[config.mk]
export PLATFORM = sky130hd
export DESIGN_NAME = vga_timing_1024x768
export DESIGN_NICKNAME = d
export VERILOG_FILES = /design/src/rtl/video_timing_pkg.sv /design/src/rtl/sync_2ff.sv /design/src/rtl/vga_timing_1024x768.sv
export SDC_FILE = /design/constraint.sdc
export NUM_CORES = 1
export LEC_CHECK = 0
export BUFFER_PORTS_ARGS = -buffer_cell sky130_fd_sc_hd__buf_2
export CAP_MARGIN = 10
export CORE_MARGIN = 2
export CORE_UTILIZATION = 51
export DETAILED_ROUTE_END_ITERATION = 16
export PLACE_DENSITY = 0.74
export SKIP_CTS_REPAIR_TIMING = 1
export SYNTH_ARGS = -nofsm -noshare
export SYNTH_HDL_FRONTEND = slang
export SYNTH_HIERARCHICAL = 1
export SYNTH_SLANG_ARGS = --single-unit
[constraint.sdc]
create_clock -name clk_pixel -period 2.1 [get_ports clk_pixel]
set_input_delay 0.315 -clock clk_pixel [delete_from_list [all_inputs] [get_ports clk_pixel]]
set_output_delay 0.315 -clock clk_pixel [all_outputs]
set_load 0.1 [all_outputs]
[src/rtl/video_timing_pkg.sv]
// video_timing_pkg
// Shared timing constants for the 1024x768 @ 60 Hz raster and the state
// type of the timing generator.
//
// Defaults: 1024+24+136+160 = 1344 clocks per line,
//           768+3+6+29 = 806 lines per frame.
// hsync is active over h = 1048..1183, vsync over v = 771..776.
// Counter widths are fixed: 11 bits horizontal, 10 bits vertical.
package video_timing_pkg;

  localparam int H_W = 11;
  localparam int V_W = 10;

  localparam int H_VISIBLE_DEF = 1024;
  localparam int H_FP_DEF      = 24;
  localparam int H_SYNC_DEF    = 136;
  localparam int H_BP_DEF      = 160;
  localparam int V_VISIBLE_DEF = 768;
  localparam int V_FP_DEF      = 3;
  localparam int V_SYNC_DEF    = 6;
  localparam int V_BP_DEF      = 29;

  localparam int H_TOTAL_DEF     = H_VISIBLE_DEF + H_FP_DEF + H_SYNC_DEF + H_BP_DEF;
  localparam int V_TOTAL_DEF     = V_VISIBLE_DEF + V_FP_DEF + V_SYNC_DEF + V_BP_DEF;
  localparam int HSYNC_START_DEF = H_VISIBLE_DEF + H_FP_DEF;
  localparam int HSYNC_END_DEF   = HSYNC_START_DEF + H_SYNC_DEF;
  localparam int VSYNC_START_DEF = V_VISIBLE_DEF + V_FP_DEF;
  localparam int VSYNC_END_DEF   = VSYNC_START_DEF + V_SYNC_DEF;

  typedef enum logic {
    WAIT_LOCK = 1'b0,
    RUN       = 1'b1
  } vt_state_e;

  // Half-open window test [lo, hi) used for the sync pulse decode.
  function automatic logic in_window(input logic [H_W-1:0] val,
                                     input logic [H_W-1:0] lo,
                                     input logic [H_W-1:0] hi);
    return (val >= lo) && (val < hi);
  endfunction

endpackage

[src/rtl/sync_2ff.sv]
// sync_2ff
// Two-flop synchronizer for a single asynchronous level.
//
// Ports:
//   clk   - destination clock
//   rst_n - asynchronous active-low reset, clears both flops
//   d     - asynchronous input level
//   q     - level synchronized to clk (2 cycles of latency)
module sync_2ff (
  input  logic clk,
  input  logic rst_n,
  input  logic d,
  output logic q
);

  logic meta;

  always_ff @(posedge clk or negedge rst_n) begin
    if (!rst_n) begin
      meta <= 1'b0;
      q    <= 1'b0;
    end else begin
      meta <= d;
      q    <= meta;
    end
  end

endmodule

[src/rtl/vga_timing_1024x768.sv]
// vga_timing_1024x768
// Raster timing generator for 1024x768. Waits for the pixel PLL to report
// a stable lock for LOCK_HOLD consecutive cycles, then free-runs the h/v
// counters and decodes sync, display enable and coordinates from them.
// Losing lock drops back to qualification and idles every output.
//
// Ports:
//   clk_pixel   - 65 MHz pixel clock
//   rst_n       - asynchronous active-low reset
//   locked      - PLL lock, asynchronous to clk_pixel
//   hsync_n     - horizontal sync, active low
//   vsync_n     - vertical sync, active low
//   de          - display enable, high on visible pixels
//   x, y        - pixel column / row while de=1, otherwise 0
//   frame_start - one-cycle pulse at pixel (0,0)
//   line_start  - one-cycle pulse at x=0 of every visible line
//   running     - high while the generator is in RUN
module vga_timing_1024x768
  import video_timing_pkg::*;
#(
  parameter int H_VISIBLE = H_VISIBLE_DEF,
  parameter int H_FP      = H_FP_DEF,
  parameter int H_SYNC    = H_SYNC_DEF,
  parameter int H_BP      = H_BP_DEF,
  parameter int V_VISIBLE = V_VISIBLE_DEF,
  parameter int V_FP      = V_FP_DEF,
  parameter int V_SYNC    = V_SYNC_DEF,
  parameter int V_BP      = V_BP_DEF,
  parameter int LOCK_HOLD = 16
) (
  input  logic           clk_pixel,
  input  logic           rst_n,
  input  logic           locked,
  output logic           hsync_n,
  output logic           vsync_n,
  output logic           de,
  output logic [H_W-1:0] x,
  output logic [V_W-1:0] y,
  output logic           frame_start,
  output logic           line_start,
  output logic           running
);

  localparam logic [H_W-1:0] H_VIS  = H_W'(H_VISIBLE);
  localparam logic [H_W-1:0] H_LAST = H_W'(H_VISIBLE + H_FP + H_SYNC + H_BP - 1);
  localparam logic [H_W-1:0] HS_BEG = H_W'(H_VISIBLE + H_FP);
  localparam logic [H_W-1:0] HS_END = H_W'(H_VISIBLE + H_FP + H_SYNC);
  localparam logic [V_W-1:0] V_VIS  = V_W'(V_VISIBLE);
  localparam logic [V_W-1:0] V_LAST = V_W'(V_VISIBLE + V_FP + V_SYNC + V_BP - 1);
  // Vertical window bounds widened to H_W so one window function serves both.
  localparam logic [H_W-1:0] VS_BEG = H_W'(V_VISIBLE + V_FP);
  localparam logic [H_W-1:0] VS_END = H_W'(V_VISIBLE + V_FP + V_SYNC);

  localparam int                 HOLD_W    = (LOCK_HOLD > 1) ? $clog2(LOCK_HOLD) : 1;
  localparam logic [HOLD_W-1:0]  HOLD_LAST = HOLD_W'(LOCK_HOLD - 1);

  logic              locked_s;
  vt_state_e         state;
  logic [HOLD_W-1:0] hold;
  logic [H_W-1:0]    h_p0;
  logic [V_W-1:0]    v_p0;
  logic              vis_p0;
  logic              h_last_p0;
  logic              v_last_p0;

  sync_2ff u_lock_sync (
    .clk   (clk_pixel),
    .rst_n (rst_n),
    .d     (locked),
    .q     (locked_s)
  );

  assign h_last_p0 = (h_p0 == H_LAST);
  assign v_last_p0 = (v_p0 == V_LAST);
  assign vis_p0    = (h_p0 < H_VIS) && (v_p0 < V_VIS);

  // Stage 0: lock qualification FSM and raster counters. Counters sit at
  // (0,0) throughout WAIT_LOCK so the first RUN cycle is pixel (0,0).
  always_ff @(posedge clk_pixel or negedge rst_n) begin
    if (!rst_n) begin
      state   <= WAIT_LOCK;
      hold    <= '0;
      h_p0    <= '0;
      v_p0    <= '0;
      running <= 1'b0;
    end else begin
      case (state)
        WAIT_LOCK: begin
          h_p0 <= '0;
          v_p0 <= '0;
          if (!locked_s) begin
            hold <= '0;
          end else if (hold == HOLD_LAST) begin
            state   <= RUN;
            running <= 1'b1;
            hold    <= '0;
          end else begin
            hold <= hold + HOLD_W'(1);
          end
        end
        RUN: begin
          if (!locked_s) begin
            state   <= WAIT_LOCK;
            running <= 1'b0;
            hold    <= '0;
            h_p0    <= '0;
            v_p0    <= '0;
          end else begin
            h_p0 <= h_last_p0 ? '0 : h_p0 + H_W'(1);
            if (h_last_p0) begin
              v_p0 <= v_last_p0 ? '0 : v_p0 + V_W'(1);
            end
          end
        end
        default: begin
          state   <= WAIT_LOCK;
          running <= 1'b0;
        end
      endcase
    end
  end

  // Stage 1: registered decode of the counters. Outside RUN everything
  // idles, which delays the lock-loss idle by one cycle after running falls.
  always_ff @(posedge clk_pixel or negedge rst_n) begin
    if (!rst_n) begin
      hsync_n     <= 1'b1;
      vsync_n     <= 1'b1;
      de          <= 1'b0;
      x           <= '0;
      y           <= '0;
      frame_start <= 1'b0;
      line_start  <= 1'b0;
    end else if (state == RUN) begin
      hsync_n     <= !in_window(h_p0, HS_BEG, HS_END);
      vsync_n     <= !in_window(H_W'(v_p0), VS_BEG, VS_END);
      de          <= vis_p0;
      x           <= vis_p0 ? h_p0 : '0;
      y           <= vis_p0 ? v_p0 : '0;
      frame_start <= (h_p0 == '0) && (v_p0 == '0);
      line_start  <= (h_p0 == '0) && (v_p0 < V_VIS);
    end else begin
      hsync_n     <= 1'b1;
      vsync_n     <= 1'b1;
      de          <= 1'b0;
      x           <= '0;
      y           <= '0;
      frame_start <= 1'b0;
      line_start  <= 1'b0;
    end
  end

endmodule
======== Yosys cells after proc, flatten, opt, wreduce, memory -nomap -nowiden ========
Cells that the tools add are included.
storage, ports and cells
  flip-flop bits (word level) ............. 55
  bits in latches ......................... 0
  memory bits (writable) .................. 0
  ROM bits ................................ 0
  input bits .............................. 3
  output and inout bits ................... 27
  memories ................................ 0
operators by class
  $add $sub $neg .......................... 3
  $mul .................................... 0
  divide/modulo/power cells ............... 0
  order comparisons ....................... 6
  equal/unequal tests ..................... 7
  shifts and indexed selects .............. 0
  multiplexer cells ....................... 28
  bitwise logic cells ..................... 1
  reduce and logical (&&, ||, !) cells .... 10
operator list
  cell                                                              number
  10-bit two-way mux                                                5
  11-bit two-way mux                                                4
  11-bit < comparator (second input constant)                       2
  11-bit one-hot mux with 2 select lines                            1
  10-bit < comparator (second input constant)                       2
  10-bit one-hot mux with 2 select lines                            1
  4-bit two-way mux                                                 3
  11-bit by 1-bit adder with 11-bit output (second input constant)  1
  11-bit equality test (second input constant)                      1
  11-bit greater-or-equal comparator (second input constant)        1
  11-bit logical NOT                                                1
  1-bit two-way mux                                                 11
  10-bit by 1-bit adder with 10-bit output (second input constant)  1
  10-bit equality test (second input constant)                      1
  10-bit greater-or-equal comparator (second input constant)        1
  10-bit logical NOT                                                1
  4-bit one-hot mux with 2 select lines                             1
  1-bit logical AND                                                 5
  4-bit by 1-bit adder with 4-bit output (second input constant)    1
  4-bit equality test (second input constant)                       1
  2-bit != test (second input constant)                             2
  1-bit one-hot mux with 2 select lines                             2
  3-bit != test (second input constant)                             1
  3-bit AND reduction                                               1
  3 further kinds                                                   4

======== Depth between registers and ports, before layout ========
Gate-level depths: netlist (run 1).
  depth after elaboration ................. 5
  depth in mapped cells ................... 7
  depth with buffers taken out ............ 6

======== By module ========
Netlist (run 1), hierarchy kept.
by module, submodules not included
  module               instances  cells each  area an instance (um2)
  vga_timing_1024x768  1          224         2353.5
  sync_2ff             1          2           50.0

======== Worst setup path before layout (run 1) ========
OpenSTA, ideal clock, no wires.
  path type ............................... register to register
  from .................................... register h_p0[0]
  to ...................................... register v_p0[4]
  library setup time ...................... 0.080 ns
  arrival time ............................ 2.008 ns
  setup slack ............................. 0.011 ns
  cell stages (with the launch flop) ...... 7
  path buffers ............................ 1
  period minus slack after synthesis ...... 2.089 ns
  cell sequence ........................... dfrtp_1 -> ha_1 -> nand4_1 -> or4_4 -> buf_6 -> or4_1 -> a21oi_1
between the ends
  cells in the longest elaborated chain, start to end .. 2
ends and longest elaborated chain
  what                     line                        RTL
  start, declared          vga_timing_1024x768.sv:60   logic [H_W-1:0] h_p0;
  start signal, assigned   vga_timing_1024x768.sv:109  h_p0 <= h_last_p0 ? '0 : h_p0 + H_W'(1);
  11-bit equality test     vga_timing_1024x768.sv:73   assign h_last_p0 = (h_p0 == H_LAST);
  3-bit != test (no line)  n/a
  end signal, assigned     vga_timing_1024x768.sv:111  v_p0 <= v_last_p0 ? '0 : v_p0 + V_W'(1);
  end, declared            vga_timing_1024x768.sv:61   logic [V_W-1:0] v_p0;
No other way between the ends.
A chain may end at the register's enable or synchronous reset.

======== Worst setup path after layout (run 1) ========
  from .................................... register h_p0[7]
  to ...................................... register v_p0[4]
Same word-level chain as after synthesis.

==> results.cfg, run 1 <==
[grt]
grt_overflow = 0
track_usage_pct = 18.6
grt_antenna_before_repair = 0
grt_pass1_vias = 1563
grt_start_max_net_pins = 24
grt_pass1_wl_um = 7430

[synth]
synth.avg_cell_area_um2 = 10.6
synth_top_family_by_area = simple AND/OR/NAND/NOR gates
syn_area_mm2 = 0.00240
synth_compound_gate_area_share_pct = 6.09
synth_edf_count = 0
ys_types = 38
synth_ff_type = dfrtp_1
yosys_warnings = 6
synth_fa_ha_area_share_pct = 3.64
async_flop_share_pct = 100
synth-simple-area-share_pct = 24.4
synth_mux_area_share_pct = 0.833
postSynthCellCount = 226
seq_area_frac_synth_pct = 57.4
synthXorXnorAreaFrac_pct = 4.01
synth-seq-cells = 55
syn_nets = 236

[timing]
setup_viol = 1
holdWs_ps = 108
report.final.slew_viol_count = 0
fmax_ghz = 0.460
clock_skew_ps = 3.56
setup_slack_ps = -72.0
hold_violations = 0
rsz0062_at_grt = yes
min_period_ps = 2170
timing.final.crit_share_pct = 103

[critical_path]
rrSetupSlack_ps = -70
critPathBufInv = 1
crit_type = reg -> reg
cp_data_required_time_ps = 2350
crit_path_frequent_cell = or4_4
r2r_cells = 5
r2r_start = h_p0[7]
worst_ep_arrival_time_ps = 2420
setup.worst_path.start = h_p0[7]
cp_slowest_cell = or4_4
critPathTopFamily = simple AND/OR/NAND/NOR gates
critPathMaxFanout = 6
path_cells = or3b_4 -> or4_4 -> buf_6 -> or4_4 -> a21oi_2
critPathMaxStageDelay_ps = 570
timing.rr.end = v_p0[4]
startpoint_type = flop
critPathCaptureType = flop
crit_cells = 5

[cts]
insertion_delay_ps = 310
clkTransAtPathRegs_ps = 90
cts_tree = yes
clock-root-buffer = clkbuf_8
cts.sinks = 55
cts_buffers = 5
clk_path_buf_depth = 2
htree_num_levels = 2

[die]
start_util_pct = 54.1
die_h_um = 72.7
die_width_um = 72.7
dieArea_mm2 = 0.00528
io_pins = 30
row_count = 24
core_area_mm2 = 0.00444

[final_layout]
layout_commonest_cell = dfrtp_1
nets = 282
antennaDiodeCount = 0
syn_to_final_growth_pct = 19.8
final_cells = 325
fill_cells = 339
drive_gt1_share_pct = 24.9
utilization_pct = 64.8
final_cell_mix = 53 x dfrtp_1, 29 x buf_2, 19 x nor2_1, 16 x and2_1, 16 x buf_4

[routing]
avgViaCountPerCell = 5.58
num_vias = 1812
avgRoutedWirePerCell_um = 15.2
ant_nets = 0
dr.pass1.iters = 4
drtIter0Drc = 193
drc = 0
routed_wl_um = 4940

[worst_hold_path]
holdCritStartpoint = locked
hold_end = u_lock_sync/meta
worst_hold_path.num_cells = 1
hold_path.class = in -> reg

[pwr]
clkPwrFrac_pct = 39.2
switchingPower_mw = 0.379
netSwitchingFraction_pct = 20.5
internal-power_mw = 1.47
power-per-cell-area_mw_per_mm2 = 641
combPwrFrac_pct = 2.6
p_leak_nw = 1.33
ir_worst_vdd_uv = 326
pwr-share-seq_pct = 58.2

[place]
port_buffers = 29
dpl.hpwl_um = 3170
dp.cells = 311
gp_congestion = 0.880
dpl_worst_slack_ps = 20.4

[outcome]
run_status = complete, but fails checks
violations = negative setup slack

[flow_run]
cap_violations = 0
-- cell usage after synthesis (3+ instances only) --
library cell | n | area [um2]
dfrtp_1 | 53 | 1330
nor2_1 | 19 | 71.3
and2_1 | 16 | 100
nand2_1 | 16 | 60.1
nor3_1 | 13 | 65.1
nand3_1 | 10 | 50.1
nand4_1 | 9 | 56.3
xnor2_1 | 9 | 78.8
o21ai_0 | 8 | 40.0
a21oi_1 | 7 | 35.0
clkbuf_1 | 7 | 26.3
ha_1 | 7 | 87.6
inv_1 | 7 | 26.3
o31ai_1 | 5 | 37.5
or4_1 | 5 | 37.5
and3_1 | 3 | 18.8
nand2b_1 | 3 | 18.8
nor2b_1 | 3 | 18.8
-- worst max path at each step --
stage,endpoint,slack (ps)
after floorplan,v_p0[4],10
after global placement,v_p0[7],80
after detailed placement,v_p0[6],20
after CTS,v_p0[6],-1
after global routing,v_p0[4],-120
final,v_p0[4],-70
-- flip-flops by register name, indices dropped and copies added, names as in the netlist --
signal / count
h_p0: 11
x: 11
v_p0: 10
y: 10
hold: 4
de: 1
frame_start: 1
hsync_n: 1
line_start: 1
running: 1
state: 1
u_lock_sync/meta: 1
u_lock_sync/q: 1
vsync_n: 1
-- cell type report --
class / count / area (um2) / share of cell area (%)
Multi-Input combinational cell: 154 / 990 / 34.4
Clock inverter: 2 / 35.0 / 1.22
Inverter: 8 / 30.0 / 1.04
Tap cell: 52 / 65.1 / 2.26
Timing Repair Buffer: 48 / 298 / 10.3
Sequential cell: 55 / 1380 / 47.9
Clock buffer: 6 / 82.6 / 2.87
-- worst reg2reg max path: stages (launching register included) --
cell and delay, ps:
dfrtp_1 390, or3b_4 410, or4_4 570, buf_6 150, or4_4 470, a21oi_2 120
-- cells by family after synthesis --
group,Yosys count
buffers and inverters,18
AND/OR/NAND/NOR,108
adder cells (fa/ha/maj),7
other,1
flip-flops,55
multiplexers,2
XOR/XNOR,11
AO/OA/AOI/OAI,24
-- power groups by stage --
stage | registers, mW | logic (mW) | clock network [mW]
2_1_floorplan | 1.10 | 0.0128 | 0
3_3_place_gp | 1.09 | 0.0476 | 0
3_5_place_dp | 1.09 | 0.0488 | 0
4_1_cts | 1.07 | 0.0487 | 0.730
5_1_grt | 1.08 | 0.0558 | 0.767
6_report | 1.07 | 0.0487 | 0.722
-- stage by stage --
stage | setup TNS, ps | power, mW | cell area, um2
detailed placement | 0 | 1.14 | 2670
floorplan | 0 | 1.11 | 2400
global placement | 0 | 1.14 | 2670
finish | -72.0 | 1.84 | 2880
global route | -322 | 1.90 | 2880
CTS | -1.02 | 1.85 | 2780
-- routing by layer --
layer  share of wire, %  global-route usage, %  vias to the layer above
met5                  0                      0                        -
met4                2.0                   7.41                        0
met3                7.7                   4.56                       11
met2                 47                   28.4                       83
met1                 43                   25.8                      844
li1                   -                      -                      874
No activity file was read; power rests on OpenSTA's default activity.
==> inputs of run 2 (changes only) <==
Settings changed: GPL_TIMING_DRIVEN set to 0.
==> run 2 against run 1 <==
Against the previous run:
- power rose by 4.6%
- first-iteration DRC count rose by 16%
- critical path type unchanged
- worst hold slack improved by 7.2 ps
- register-to-register slack got worse by 20 ps
- sequential cell count did not move
- critical path depth rose by 1
- sequential power barely moved
- clock-buffer cell count did not move
- the flow still finishes with violations (negative setup slack)
- critical endpoint is now v_p0[6]
- sequential share of layout area did not move
==> results.cfg, run 2 (synthesis gave the netlist of run 1 again) <==
[timing]
holdWs_ps = 115
timing.final.crit_share_pct = 105
report.final.slew_viol_count = 0
fmax_ghz = 0.455
clock_skew_ps = 4.56
min_period_ps = 2200
hold_violations = 0
rsz0062_at_grt = yes
setup_slack_ps = -96.6
setup_viol = 5

[grt]
grt_overflow = 0
track_usage_pct = 19.4
grt_antenna_before_repair = 0
use_met2_pct = 30.4
grt_use_met3_pct = 4.14
use_met1_pct = 26.5
grt.busiest_layer = met2
grt_start_max_net_pins = 56
grt_pass1_wl_um = 7940
grt_pass1_vias = 1712

[pwr]
clkPwrFrac_pct = 41.7
ir_worst_vdd_uv = 372
switchingPower_mw = 0.371
netSwitchingFraction_pct = 19.3
internal-power_mw = 1.56
pwr-share-seq_pct = 55.6
combPwrFrac_pct = 2.6
p_leak_nw = 1.28
power_mw = 1.93
power-per-cell-area_mw_per_mm2 = 670

[cts]
clkTransAtPathRegs_ps = 90
cts_buffers = 5
clock-root-buffer = clkbuf_8
cts_tree = yes
cts.sinks = 55
insertion_delay_ps = 300
clk_path_buf_depth = 2
htree_num_levels = 2

[final_layout]
layout_commonest_cell = dfrtp_1
final_cell_mix = 53 x dfrtp_1, 30 x buf_2, 18 x nor2_1, 16 x and2_1, 15 x nand2_1
antennaDiodeCount = 0
fin_area_mm2 = 0.00288
nets = 276
fill_cells = 351
utilization_pct = 64.8
syn_to_final_growth_pct = 19.8
drive_gt1_share_pct = 22.8
reg_top3 = h_p0: 11 flops, x: 11 flops

[die]
start_util_pct = 54.1
row_count = 24
io_pins = 30
die_width_um = 72.7
dieArea_mm2 = 0.00528
core_area_mm2 = 0.00444
die_h_um = 72.7

[place]
gp_congestion = 0.890
placedInstanceArea_mm2 = 0.00261
dpl.hpwl_um = 3120
port_buffers = 29

[routing]
drc = 0
num_vias = 1803
avgRoutedWirePerCell_um = 15.5
avgViaCountPerCell = 5.65
dr.pass1.iters = 4
drtIter0Drc = 224
ant_nets = 0
routed_wl_um = 4940

[outcome]
run_status = complete, but fails checks
violations = negative setup slack

[worst_hold_path]
hold_path.class = in -> reg

[critical_path]
cp_data_required_time_ps = 2330
critPathMaxFanout = 10
startpoint_type = flop
critPathCaptureType = flop
worst_ep_arrival_time_ps = 2420
crit_type = reg -> reg

[flow_run]
cap_violations = 0
-- run 2: cell count changes in the layout (fill, tap and decap cells not counted), moves of 2 or more --
cell      previous run  this run
buf_4               16         3
clkbuf_1             0         6
o31ai_1              4         1
o21ai_0              8         6
o31ai_4              0         2
or4_1                4         2
-- run 2: final timing paths --
kind / from / endpoint / slack, ps / cells after the start
setup / recovery: h_p0[1] / v_p0[6] / -100 / 6
min in group asynchronous: rst_n / x[7] / 440 / 2
max in group asynchronous: rst_n / vsync_n / 1080 / 3
hold reg to reg: u_lock_sync/meta / u_lock_sync/q / 380 / 0
hold / removal: locked / u_lock_sync/meta / 120 / 1
setup reg to reg: h_p0[1] / v_p0[6] / -100 / 6
-- run 2: metrics by stage --
step / setup WS, ps / std cells / setup TNS [ps]
2_1_floorplan: 11.3 / 226 / 0
3_3_place_gp: -281 / 307 / -4030
3_5_place_dp: -326 / 307 / -4560
4_1_cts: -353 / 315 / -5080
5_1_grt: -170 / 319 / -1230
6_report: -96.6 / 319 / -356
-- run 2: layout make-up --
class | instances | area, um2 | area share (%)
sequential | 55 | 1380 | 47.9
multi-input combinational | 153 | 1020 | 35.6
timing repair buffer | 33 | 190 | 6.61
clock buffer | 6 | 72.6 | 2.52
tap | 52 | 65.1 | 2.26
clock inverter | 2 | 60.1 | 2.09
buffer | 10 | 57.6 | 2.00
inverter | 8 | 30.0 | 1.04
-- run 2: power by group through the flow --
| stage | Sequential [mW] | Clock (mW) | Combinational, mW |
|---|---|---|---|
| after floorplan | 1.10 | 0 | 0.0128 |
| after global routing | 1.08 | 0.851 | 0.0576 |
| after global placement | 1.09 | 0 | 0.0449 |
| final | 1.07 | 0.805 | 0.0504 |
| after detailed placement | 1.09 | 0 | 0.0465 |
| after CTS | 1.07 | 0.819 | 0.0465 |
-- run 2: critical path, cell delays in order, from the launching register on --
cell,delay [ps]
dfrtp_1,420
ha_4,170
nand4_1,200
or4_4,550
buf_6,160
or4_1,470
a21oi_1,160
-- run 2: routing by layer --
metal | part of all wire, % | up-vias
li1 | - | 859
met1 | 46 | 884
met2 | 48 | 48
met3 | 3.9 | 12
met4 | 2.2 | 0
met5 | 0 | -
